`config.mk`:
```
export PLATFORM = sky130hd
export DESIGN_NAME = dm_store_buffer
export DESIGN_NICKNAME = d
export VERILOG_FILES = /design/src/rtl/dm_store_buffer.sv
export SDC_FILE = /design/constraint.sdc
export NUM_CORES = 1
export LEC_CHECK = 0
export CAP_MARGIN = 25
export CORE_UTILIZATION = 26
export CTS_CLUSTER_SIZE = 24
export DETAILED_ROUTE_END_ITERATION = 8
export GPL_TIMING_DRIVEN = 0
export SYNTH_ARGS = -nofsm -noshare
export SYNTH_HDL_FRONTEND = slang
export SYNTH_SLANG_ARGS = --single-unit
```
`constraint.sdc`:
```
create_clock -name clk -period 6.11 [get_ports clk]
set_clock_uncertainty 0.1 [all_clocks]
set_input_delay 1.833 -clock clk [delete_from_list [all_inputs] [get_ports clk]]
set_output_delay 1.833 -clock clk [all_outputs]
set_load 0.1 [all_outputs]
```
`src/rtl/dm_store_buffer.sv`:
```
// In-order store FIFO between MEM stage and DM write port, with per-byte load forwarding.
// Ports: st_* (store in), ld_* (forward lookup), dm_* (drain to DM), empty/count. Option: STB_MERGE_EN.
module dm_store_buffer #(
  parameter int DEPTH = 4,
  parameter int PTR_W = 2
) (
  input  logic             clk,
  input  logic             reset,
  input  logic             st_valid,
  input  logic [31:0]      st_addr,
  input  logic [31:0]      st_data,
  input  logic [3:0]       st_be,
  input  logic [31:0]      st_pc,
  output logic             st_ready,
  input  logic [31:0]      ld_addr,
  output logic [3:0]       ld_hit_be,
  output logic [31:0]      ld_data,
  output logic             dm_we,
  output logic [31:0]      dm_addr,
  output logic [31:0]      dm_wd,
  output logic [3:0]       dm_be,
  output logic [31:0]      dm_pc,
  input  logic             dm_ready,
  output logic             empty,
  output logic [PTR_W:0]   count
);

  logic [29:0]      addr_q [DEPTH];
  logic [29:0]      addr_d [DEPTH];
  logic [31:0]      data_q [DEPTH];
  logic [31:0]      data_d [DEPTH];
  logic [3:0]       be_q   [DEPTH];
  logic [3:0]       be_d   [DEPTH];
  logic [31:0]      pc_q   [DEPTH];
  logic [31:0]      pc_d   [DEPTH];
  logic [DEPTH-1:0] valid_q, valid_d;
  logic [PTR_W-1:0] head_q, head_d;
  logic [PTR_W-1:0] tail_q, tail_d;
  logic [PTR_W:0]   count_q, count_d;

  logic [PTR_W-1:0] tail_m1;
  logic             deq;
  logic             merge_ok;
  logic             acc;
  logic             do_merge;
  logic             do_alloc;

  logic unused_addr_lsb;
  assign unused_addr_lsb = ^{st_addr[1:0], ld_addr[1:0]};

  assign empty   = (count_q == '0);
  assign count   = count_q;
  assign dm_we   = !empty;
  assign deq     = dm_we && dm_ready;
  assign tail_m1 = tail_q - 1'b1;

`ifdef STB_MERGE_EN
  // Merge into the youngest entry unless it is leaving this cycle.
  assign merge_ok = !empty && (st_be != 4'b0000)
                 && (addr_q[tail_m1] == st_addr[31:2])
                 && !((tail_m1 == head_q) && deq);
`else
  assign merge_ok = 1'b0;
`endif

  assign st_ready = (count_q != (PTR_W+1)'(DEPTH)) || merge_ok;
  assign acc      = st_valid && st_ready && (st_be != 4'b0000);
  assign do_merge = acc && merge_ok;
  assign do_alloc = acc && !merge_ok;

  assign dm_addr = dm_we ? {addr_q[head_q], 2'b00} : '0;
  assign dm_wd   = dm_we ? data_q[head_q] : '0;
  assign dm_be   = dm_we ? be_q[head_q]   : '0;
  assign dm_pc   = dm_we ? pc_q[head_q]   : '0;

  always_comb begin
    addr_d  = addr_q;
    data_d  = data_q;
    be_d    = be_q;
    pc_d    = pc_q;
    valid_d = valid_q;
    head_d  = head_q;
    tail_d  = tail_q;
    count_d = count_q + (PTR_W+1)'(do_alloc) - (PTR_W+1)'(deq);
    if (do_merge) begin
      for (int i = 0; i < 4; i++) begin
        if (st_be[i]) data_d[tail_m1][8*i +: 8] = st_data[8*i +: 8];
      end
      be_d[tail_m1] = be_q[tail_m1] | st_be;
      pc_d[tail_m1] = st_pc;
    end
    if (do_alloc) begin
      addr_d[tail_q]  = st_addr[31:2];
      data_d[tail_q]  = st_data;
      be_d[tail_q]    = st_be;
      pc_d[tail_q]    = st_pc;
      valid_d[tail_q] = 1'b1;
      tail_d          = tail_q + 1'b1;
    end
    if (deq) begin
      valid_d[head_q] = 1'b0;
      head_d          = head_q + 1'b1;
    end
  end

  // Walk oldest to youngest so younger hits overwrite older lanes.
  always_comb begin
    logic [PTR_W-1:0] idx;
    ld_hit_be = '0;
    ld_data   = '0;
    idx       = '0;
    for (int k = 0; k < DEPTH; k++) begin
      idx = head_q + PTR_W'(k);
      if (valid_q[idx] && (addr_q[idx] == ld_addr[31:2])) begin
        for (int i = 0; i < 4; i++) begin
          if (be_q[idx][i]) begin
            ld_hit_be[i]      = 1'b1;
            ld_data[8*i +: 8] = data_q[idx][8*i +: 8];
          end
        end
      end
    end
  end

  always_ff @(posedge clk or negedge reset) begin
    if (!reset) begin
      head_q  <= '0;
      tail_q  <= '0;
      count_q <= '0;
      valid_q <= '0;
      for (int i = 0; i < DEPTH; i++) begin
        addr_q[i] <= '0;
        data_q[i] <= '0;
        be_q[i]   <= '0;
        pc_q[i]   <= '0;
      end
    end else begin
      head_q  <= head_d;
      tail_q  <= tail_d;
      count_q <= count_d;
      valid_q <= valid_d;
      addr_q  <= addr_d;
      data_q  <= data_d;
      be_q    <= be_d;
      pc_q    <= pc_d;
    end
  end

endmodule

```
## Word level (Yosys, flattened, before mapping)

Cells that the tools add are included.

| word-level totals | value |
|---|---|
| input bits | 136 |
| register bits | 403 |

| cells by class | value |
|---|---|
| add/sub/neg operators | 6 |
| reduce and logical (&&, ||, !) cells | 13 |
| equality and inequality tests | 5 |
| order comparisons | 13 |
| muxes and demuxes | 107 |
| bitwise logic cells | 8 |

Operator list:

| operator | number |
|---|---|
| $mux W32 | 18 |
| $bmux W32 S2 | 5 |
| $mux W30 | 9 |
| $bwmux W128 | 2 |
| $bmux W30 S2 | 4 |
| $mux W8 | 16 |
| $bwmux W120 | 1 |
| $eq A30 B30 Y1 | 4 |
| $demux W32 S2 | 1 |
| $mux W4 | 16 |
| $demux W30 S2 | 1 |
| $bmux W4 S2 | 4 |
| $mux W1 | 22 |
| $bwmux W16 | 1 |
| $ge A3 B3 Y1 const B | 5 |
| $lt A2 B3 Y1 const B | 5 |
| $not A2 Y3 | 5 |
| $logic_and A1 B1 Y1 | 10 |
| $bmux W1 S2 | 4 |
| $demux W4 S2 | 1 |
| $add A2 B1 Y2 const B | 2 |
| $add A2 B2 Y2 const B | 2 |
| $and A4 B4 Y4 | 1 |
| $demux W1 S2 | 2 |
| 10 further kinds | 11 |

## Longest topological paths before layout

Gate-level depths: netlist (run 1).

| depth | value |
|---|---|
| depth after elaboration | 13 |
| mapped depth | 19 |
| mapped depth without buffers | 10 |

## Least setup slack after synthesis (run 1)

OpenSTA, ideal clock, no wires.

| path | value |
|---|---|
| path type | reg-to-output |
| start | register head_q[1] |
| end | output port ld_data[0] |
| arrival time | 6.480 ns |
| stages on the path, launching flop included | 19 |
| data required time | 4.177 ns |
| path slack | -2.303 ns |
| cells stage by stage | dfrtp_1 -> clkinv_1 -> buf_1 -> clkbuf_1 -> clkbuf_1 -> ha_1 -> buf_2 -> buf_4 -> buf_4 -> buf_2 -> mux2i_1 -> mux2i_1 -> nand3_1 -> nor4_1 -> and4_1 -> clkbuf_1 -> clkbuf_1 -> nand3_1 -> a311oi_1 |

| on the way | value |
|---|---|
| cells in the longest elaborated chain, start to end | 13 |

Ends and longest elaborated chain:

| element | line | source |
|---|---|---|
| start, declared | 37 | `logic [PTR_W-1:0] head_q, head_d;` |
| start signal, assigned | 127 | `head_q <= '0;` |
| start signal, assigned | 138 | `head_q <= head_d;` |
| branches (longest 12 deep; another with $add A2 B1 Y2) | - |  |
| $mux W32 * | 114 | `if (valid_q[idx] && (addr_q[idx] == ld_addr[31:2])) begin` |
| end, declared | 17 | `output logic [31:0] ld_data,` |

Every way passes the cells marked *. The select of a mux whose other input is x is not followed.

## Worst setup path in the final report (run 1)

| path | value |
|---|---|
| start | register head_q[0] |
| end | output port ld_data[25] |

Same word-level chain as after synthesis.

==> results by stage, run 1 <==
Yosys:
- Yosys mapped the design onto 75 distinct sky130hd cell types.
- Counting flops and latches in the post-synthesis netlist gives 403.
- The portion of the post-synthesis area used by sequential elements is 0.382.
- After synthesis, the share of flip-flops with an asynchronous set or reset is 1.00.
- The number of warnings printed during yosys synthesis is 0.
- In the post-synthesis netlist, the biggest area contributors are sky130_fd_sc_hd__dfrtp_1 38%, sky130_fd_sc_hd__mux4_2 18%, sky130_fd_sc_hd__mux2_2 18%.
- The most used flip-flop cell after synthesis is sky130_fd_sc_hd__dfrtp_1.
- Summing every instance area after synthesis gives 0.0264 mm2.
- Of the post-synthesis cell area, the dominant cell type holds 0.382.
- The biggest area contributor in the post-synthesis netlist is sky130_fd_sc_hd__dfrtp_1.
- The count of mapped cells out of synthesis is 2,022.
- In this run the mean area of a mapped cell was 13.0 um2.
- In the synthesized netlist, the cells that appear most often are 417 x sky130_fd_sc_hd__mux2_2, 403 x sky130_fd_sc_hd__dfrtp_1, 212 x sky130_fd_sc_hd__mux4_2, 111 x sky130_fd_sc_hd__clkbuf_1, 107 x sky130_fd_sc_hd__mux2i_1.
- By instance count, the leading cell after synthesis is sky130_fd_sc_hd__mux2_2.
- The synthesized design contains 0 enable-type register cells.

GRT:
- The largest net degree at the start of global routing is 115.
- Global routing finished with a remaining overflow of 0.
- The via count of the first global-routing pass came to 21,238.
- The first global-routing pass estimated 154,000 um of wire.
- Across every metal layer, demand over resource in global routing totals 0.205.
- The initial antenna violation count came to 21.

STA:
- Setup repair after global routing could not meet its margin everywhere.
- The number of setup violations in the final report is 36.
- Adding up every negative setup slack in the final design gives -25,840 ps.
- The count of final hold-check violations was 0.
- The number of max-slew violations in the final report was 0.
- The minimum setup slack in the final design is -815 ps.
- The post-layout minimum cycle time is 6930 ps.
- The maximum frequency from static timing analysis is 0.144 GHz.
- The slew at the pin closest to its max-slew limit is 1060 ps.
- In this run the tightest slew margin relative to its limit is 0.294.
- The share of the clock period used by the worst path after layout is 1.13.

Floorplanning:
- The region available for standard cell placement spans 0.100 mm2.
- The chip height is 321 um.
- The initial utilization of the core area, before any placement, comes to 0.263.
- The die covers 0.103 mm2.
- In this run the horizontal extent of the chip is 321 um.
- The total number of placement rows is 116.
- Pin placement for this block handled 278 I/O pins.

Placement:
- Once placement completed, the tool counted placed cells totaling 3,645.
- The worst slack after detailed placement is -3460 ps.
- Routability-driven placement finished with a final weighted congestion of 0.984.
- Buffers placed on the I/O ports in this run total 248.
- Summing all placed instances gives a cell area of 0.0316 mm2.
- The HPWL after detailed placement is 78,200 um.

Worst setup path:
- The path type of the worst setup path is reg2out.
- The worst setup path is captured at an output port.
- The critical path startpoint category is a register.
- The endpoint required time on the critical path is 4180 ps.
- Data on the critical path arrives at its endpoint at 4990 ps.
- Along the worst path, the maximum fanout reaches 11.

Final layout:
- Of the cells placed in the final design, the portion with a size suffix greater than 1 is 0.501.
- The number of nets at the end of the flow is 2,518.
- The post-layout instance count excluding filler cells is 3,771.
- The cell area after layout is 0.0356 mm2.
- The footprint of the multi-input gates is 0.0170 mm2.
- Counting the fill cells in the layout gives 9,794.
- From synthesis to final layout, the design area changed by 35.0%.
- The sequential cells in the finished layout cover a total of 0.0101 mm2.

Route:
- After the first detailed-routing iteration, the DRC count stood at 2,110.
- Wires add up to 107,000 um.
- The first TritonRoute pass finished after 5 iterations.
- For this run, design rule violations remaining after detail routing come to 0.
- The detail route stage leaves a number of antenna-violating nets equal to 0.
- Dividing the detail-routed via count by the number of cells gives 5.52.
- The total via count in the routed design is 20,801.
- The average wire per standard cell is 28.4 um.

Min path:
- The type of the worst min-delay path is reg2reg.

Status:
- The final reports fail on negative setup slack.
- The flow ran to the end, but the final reports show violations.

CTS:
- The clock buffer count from CTS is 47.
- The source-to-sink clock delay at the later pin of the worst-skew pair is 630 ps.
- TritonCTS built the clock tree.
- The maximum root-to-sink buffer count is 3.
- The clock root buffer is sky130_fd_sc_hd__clkbuf_16.
- The number of sinks driven by the clock tree is 403.
- The CTS clock-pin slew for the worst setup and hold paths is 60 ps.
- CTS built an H-tree with a depth of 2.
- After clock tree synthesis, the flow added hold-fix buffers numbering 0.

Run:
- The tool flagged a number of max-cap violations equal to 0.
## per-stage QoR
step | util | hold WS, ps
4_1_cts | 0.351 | 400
2_1_floorplan | - | 374
6_report | 0.355 | 397
3_3_place_gp | 0.312 | 381
5_1_grt | 0.355 | 407
3_5_place_dp | 0.316 | 387
## worst max-delay path, cell delays in order, from the launching register on
cell and delay, ps:
sky130_fd_sc_hd__dfrtp_1 400, sky130_fd_sc_hd__buf_8 150, sky130_fd_sc_hd__buf_12 120, sky130_fd_sc_hd__buf_12 110
sky130_fd_sc_hd__inv_12 50, sky130_fd_sc_hd__ha_4 290, sky130_fd_sc_hd__buf_12 140, sky130_fd_sc_hd__buf_12 140
sky130_fd_sc_hd__mux4_2 560, sky130_fd_sc_hd__xnor2_2 180, sky130_fd_sc_hd__nand4_1 280, sky130_fd_sc_hd__a2111oi_4 550
sky130_fd_sc_hd__buf_6 220, sky130_fd_sc_hd__and3_4 270, sky130_fd_sc_hd__buf_6 130, sky130_fd_sc_hd__nand3_4 60
sky130_fd_sc_hd__a311oi_4 430, sky130_fd_sc_hd__buf_12 230
## cell type report
cell class,count,share of cell area
inverters,20,0.00270
repair buffers,314,0.0985
clock inverters,28,0.0115
diodes,6,0.000421
clock buffers,58,0.0365
multi-input cells,1406,0.478
plain buffers,179,0.0417
well taps,1357,0.0477
flip-flops and latches,403,0.283
## cells in the final DEF (no fill, tap or decap), types with 9 or more instances in the layout
cell / count
sky130_fd_sc_hd__xor2_1: 23
sky130_fd_sc_hd__nand2_1: 36
sky130_fd_sc_hd__mux2i_1: 94
sky130_fd_sc_hd__o22ai_1: 12
sky130_fd_sc_hd__buf_6: 25
sky130_fd_sc_hd__nor3_1: 35
sky130_fd_sc_hd__mux2i_2: 13
sky130_fd_sc_hd__inv_1: 17
sky130_fd_sc_hd__xnor2_1: 67
sky130_fd_sc_hd__clkbuf_4: 10
sky130_fd_sc_hd__mux4_2: 212
sky130_fd_sc_hd__o21ai_0: 16
sky130_fd_sc_hd__bufinv_16: 9
sky130_fd_sc_hd__a311oi_4: 32
sky130_fd_sc_hd__clkdlybuf4s50_1: 132
sky130_fd_sc_hd__mux2_2: 417
sky130_fd_sc_hd__dfrtp_1: 402
sky130_fd_sc_hd__buf_16: 12
sky130_fd_sc_hd__a21oi_1: 35
sky130_fd_sc_hd__buf_8: 17
sky130_fd_sc_hd__clkbuf_2: 26
sky130_fd_sc_hd__buf_2: 33
sky130_fd_sc_hd__clkbuf_8: 14
sky130_fd_sc_hd__clkbuf_16: 51
sky130_fd_sc_hd__xnor2_2: 9
sky130_fd_sc_hd__nand3_1: 13
sky130_fd_sc_hd__nor2_1: 46
sky130_fd_sc_hd__o2111ai_1: 9
sky130_fd_sc_hd__clkbuf_1: 62
sky130_fd_sc_hd__nand3_2: 17
sky130_fd_sc_hd__o2111ai_2: 25
sky130_fd_sc_hd__ha_1: 9
sky130_fd_sc_hd__nand4_1: 10
sky130_fd_sc_hd__and2_1: 87
sky130_fd_sc_hd__clkdlybuf4s15_2: 16
sky130_fd_sc_hd__nand3_4: 10
sky130_fd_sc_hd__buf_4: 82
sky130_fd_sc_hd__buf_12: 56
sky130_fd_sc_hd__a2111oi_2: 28
## per-layer routing
layer / vias to the layer above / routed length [um] / GRT usage
met2: 1035 / 47900 / 0.314
met3: 297 / 10300 / 0.0605
met5: - / 163 / 0
met1: 10845 / 42500 / 0.263
li1: 8598 / - / -
met4: 26 / 6080 / 0.101
## sequential cells by signal (all words and copies together) (netlist names)
name / count
data_q: 128
pc_q: 128
addr_q: 120
be_q: 16
valid_q: 4
count: 3
head_q: 2
tail_q: 2
## repair_timing
item	4_1_cts	5_1_grt
pin swaps	68	25
resized for setup	960	92
setup endpoints to repair	125	48
cloned	1	0
setup buffers	37	16
## logic make-up (layout without fill, tap and decap cells)
group / count (synthesis) / in the layout / share of synthesized area
xor+xnor: 103 / 103 / 0.0342
mux: 739 / 739 / 0.402
buf+inv: 214 / 599 / 0.0400
fa+ha+maj: 11 / 11 / 0.00550
compound gates: 235 / 235 / 0.0689
other cells: 1 / 8 / 0.000142
simple gates: 316 / 316 / 0.0670
flops: 403 / 403 / 0.382
## final timing paths
check	start	end	slack, ps	depth (start not counted)
setup / recovery	head_q[0]$_DFFE_PN0P_	ld_data[25]	-820	17
hold / removal	pc_q[45]$_DFFE_PN0P_	pc_q[45]$_DFFE_PN0P_	400	1
setup reg to reg	count[1]$_DFF_PN0_	data_q[23]$_DFFE_PN0P_	2450	6
hold reg to reg	pc_q[45]$_DFFE_PN0P_	pc_q[45]$_DFFE_PN0P_	400	1
max in group asynchronous	reset	pc_q[66]$_DFFE_PN0P_	3200	3
min in group asynchronous	reset	data_q[107]$_DFFE_PN0P_	1190	1
Power of run 1 is left out: the tool's default activity adds up to more than one toggle a clock period on the data nets, which glitch-free logic cannot reach.
==> inputs of run 2 (changes only) <==
Settings changed: SKIP_LAST_GASP set to 1.
==> results by stage, run 2 (synthesis results as in run 1) <==
Status:
- The run finished, with violations left.
- The final reports fail on negative setup slack.

Floorplanning:
- The die footprint is 0.103 mm2.
- The die is 321 um wide.
- The floorplan step set the die height to 321 um.
- The initialized floorplan defines 116 standard-cell rows.
- After floorplanning, the core was sized to cover 0.100 mm2.
- For this design the top-level I/O count stands at 278.
- The initial cell density of the core is 0.263.

Route:
- The detailed-route vias per instance is 5.53.
- The routed design has 107,000 um of wire.
- After detailed routing, the average wire length per cell comes to 28.3 um.
- The routed layout has 20,864 vias.
- For this run, design rule violations remaining after detail routing come to 0.
- The number of DRC violations after detailed-routing iteration 0 is 2,096.
- In this run the remaining antenna-violating nets after routing total 0.
- Before antenna repair, the detailed router went through 6 iterations.

Placement:
- The final estimated routing congestion in global placement is 0.984.
- Detailed placement finished with a half-perimeter wire length of 78,200 um.
- Port buffering added 248 buffers.
- The instance area after placement is 0.0316 mm2.

STA:
- The relative slew slack is 0.298.
- Setup violations remaining at the end of the flow were counted as 36.
- The post-layout minimum cycle time is 6930 ps.
- Of the available clock period, the critical path in the final layout requires 1.13.
- Setup repair after global routing could not meet its margin everywhere.
- For the pin with the worst max-slew slack, the measured transition is 1050 ps.
- The number of max-slew violations in the final report is 0.
- The count of final hold-check violations is 0.
- After layout, the worst setup slack is -816 ps.
- Static timing analysis puts the maximum clock frequency at 0.144 GHz.

GRT:
- The first global-routing pass estimated 154,000 um of wire.
- The initial antenna violation count is 21.
- The all-layer global routing usage is 0.205.
- After global routing the overflow that remains totals 0.
- The largest net degree at the start of global routing is 115.
- The via count of the first global-routing pass is 21,238.

Min path:
- The end point of the most critical hold path is pc_q[45]$_DFFE_PN0P_.
- The startpoint of the lowest-slack hold path is pc_q[45]$_DFFE_PN0P_.
- Along the worst hold path, the cell count comes to 1.
- The type of the worst min-delay path is reg2reg.

Final layout:
- The net count of the finished layout is 2,518.
- The area added between synthesis and finish is 35.0%.
- Of the cells placed in the final design, the portion with a size suffix greater than 1 is 0.500.
- The largest registers in the layout are data_q: 128 flops, pc_q: 128 flops, addr_q: 120 flops.
- With fillers left out, the area of the finished cells amounts to 0.0356 mm2.
- The top cell types in the final layout, fill and taps aside, are 417 x sky130_fd_sc_hd__mux2_2, 402 x sky130_fd_sc_hd__dfrtp_1, 212 x sky130_fd_sc_hd__mux4_2.
- Leaving out fill and tap cells, the most frequent cell in the layout is sky130_fd_sc_hd__mux2_2.

CTS:
- In this run the number of H-tree levels came out at 2.
- At the later pin of the worst-skew pair, clock insertion delay measures 630 ps.
- The number of clock buffers added by TritonCTS is 47.
- The number of sinks driven by the clock tree is 403.
- The CTS clock-pin slew for the worst setup and hold paths is 60 ps.
- The number of hold buffers added after cts is 0.
- The maximum root-to-sink buffer count is 3.
- TritonCTS built the clock tree.
- Clock tree synthesis selected as its root buffer the cell sky130_fd_sc_hd__clkbuf_16.

Worst setup path:
- Along the worst path, the maximum fanout reaches 11.
- For flop-to-flop paths, the worst setup slack is 2480 ps.
- The critical path's largest stage delay is 570 ps.
- The slowest stage of the critical path belongs to the cell sky130_fd_sc_hd__mux4_2.
- The cell depth of the worst setup path is 17.
- The worst setup path is of the reg2out kind.
- The endpoint required time on the critical path is 4180 ps.
- STA classifies the critical path endpoint as an output port.
- The buffers plus inverters on the worst setup path is 9.
- For the worst setup path, the data arrival time is 4990 ps.
- The worst register-to-register path begins at count[1]$_DFF_PN0_.
- The most numerous cell on the critical path is sky130_fd_sc_hd__buf_12.
- The worst register-to-register path has a depth of 6.
- In this run the critical register-to-register path is captured at data_q[29]$_DFFE_PN0P_.
- The critical path startpoint category is a register.
- Traced cell by cell, the critical path runs through buf_8, buf_12, buf_12, inv_12, ha_4, buf_12, buf_12, mux4_2, xnor2_2, nand4_1, a2111oi_4, buf_6, and3_4, buf_6, nand3_2, a311oi_4, buf_12.
- The cell type group with the largest total delay on the critical path is buffers and inverters.

Run:
- Max-cap violations in this run came to 0.
-- run 2: final cells by class --
cell class	instances	area [um2]
tap	1357	1700
antenna	8	20.0
fill	9796	64700
buffer	179	1490
sequential	403	10100
clock buffer	58	1300
clock inverter	28	408
multi-input combinational	1407	17000
timing repair buffer	313	3500
inverter	20	92.6
-- run 2: timing repair --
| action | CTS | global route |
|---|---|---|
| endpoints found under the setup margin | 125 | 48 |
| pin swaps | 68 | 29 |
| buffers inserted | 37 | 15 |
| gates resized for setup | 959 | 94 |
| gates cloned | 1 | 1 |
-- run 2: routing by layer --
metal	wire, um	global-route usage
met5	154	0
met4	5900	0.101
met3	10400	0.0605
met2	48100	0.314
met1	42300	0.263
-- run 2: worst max-delay path by stage --
stage,from,end,slack (ps)
2_1_floorplan,ld_addr[13],ld_data[0],-630
3_3_place_gp,reset,pc_q[39]$_DFFE_PN0P_,-15660
3_5_place_dp,head_q[1]$_DFFE_PN0P_,ld_data[26],-3460
4_1_cts,head_q[1]$_DFFE_PN0P_,ld_data[31],-830
5_1_grt,head_q[0]$_DFFE_PN0P_,ld_data[25],-760
6_report,head_q[0]$_DFFE_PN0P_,ld_data[27],-820
-- run 2: metrics by stage --
| step | util | hold WS, ps | setup TNS [ps] | setup slack, ps | std cells |
|---|---|---|---|---|---|
| after global placement | 0.312 | 381 | -6526330 | -15660 | 3628 |
| after floorplan | - | 374 | -20250 | -632 | 2023 |
| after CTS | 0.351 | 400 | -27500 | -826 | 3749 |
| final | 0.355 | 397 | -25530 | -816 | 3773 |
| after detailed placement | 0.316 | 387 | -239210 | -3460 | 3645 |
| after global routing | 0.355 | 407 | -24370 | -764 | 3768 |
Power of run 2 is left out for the same reason.
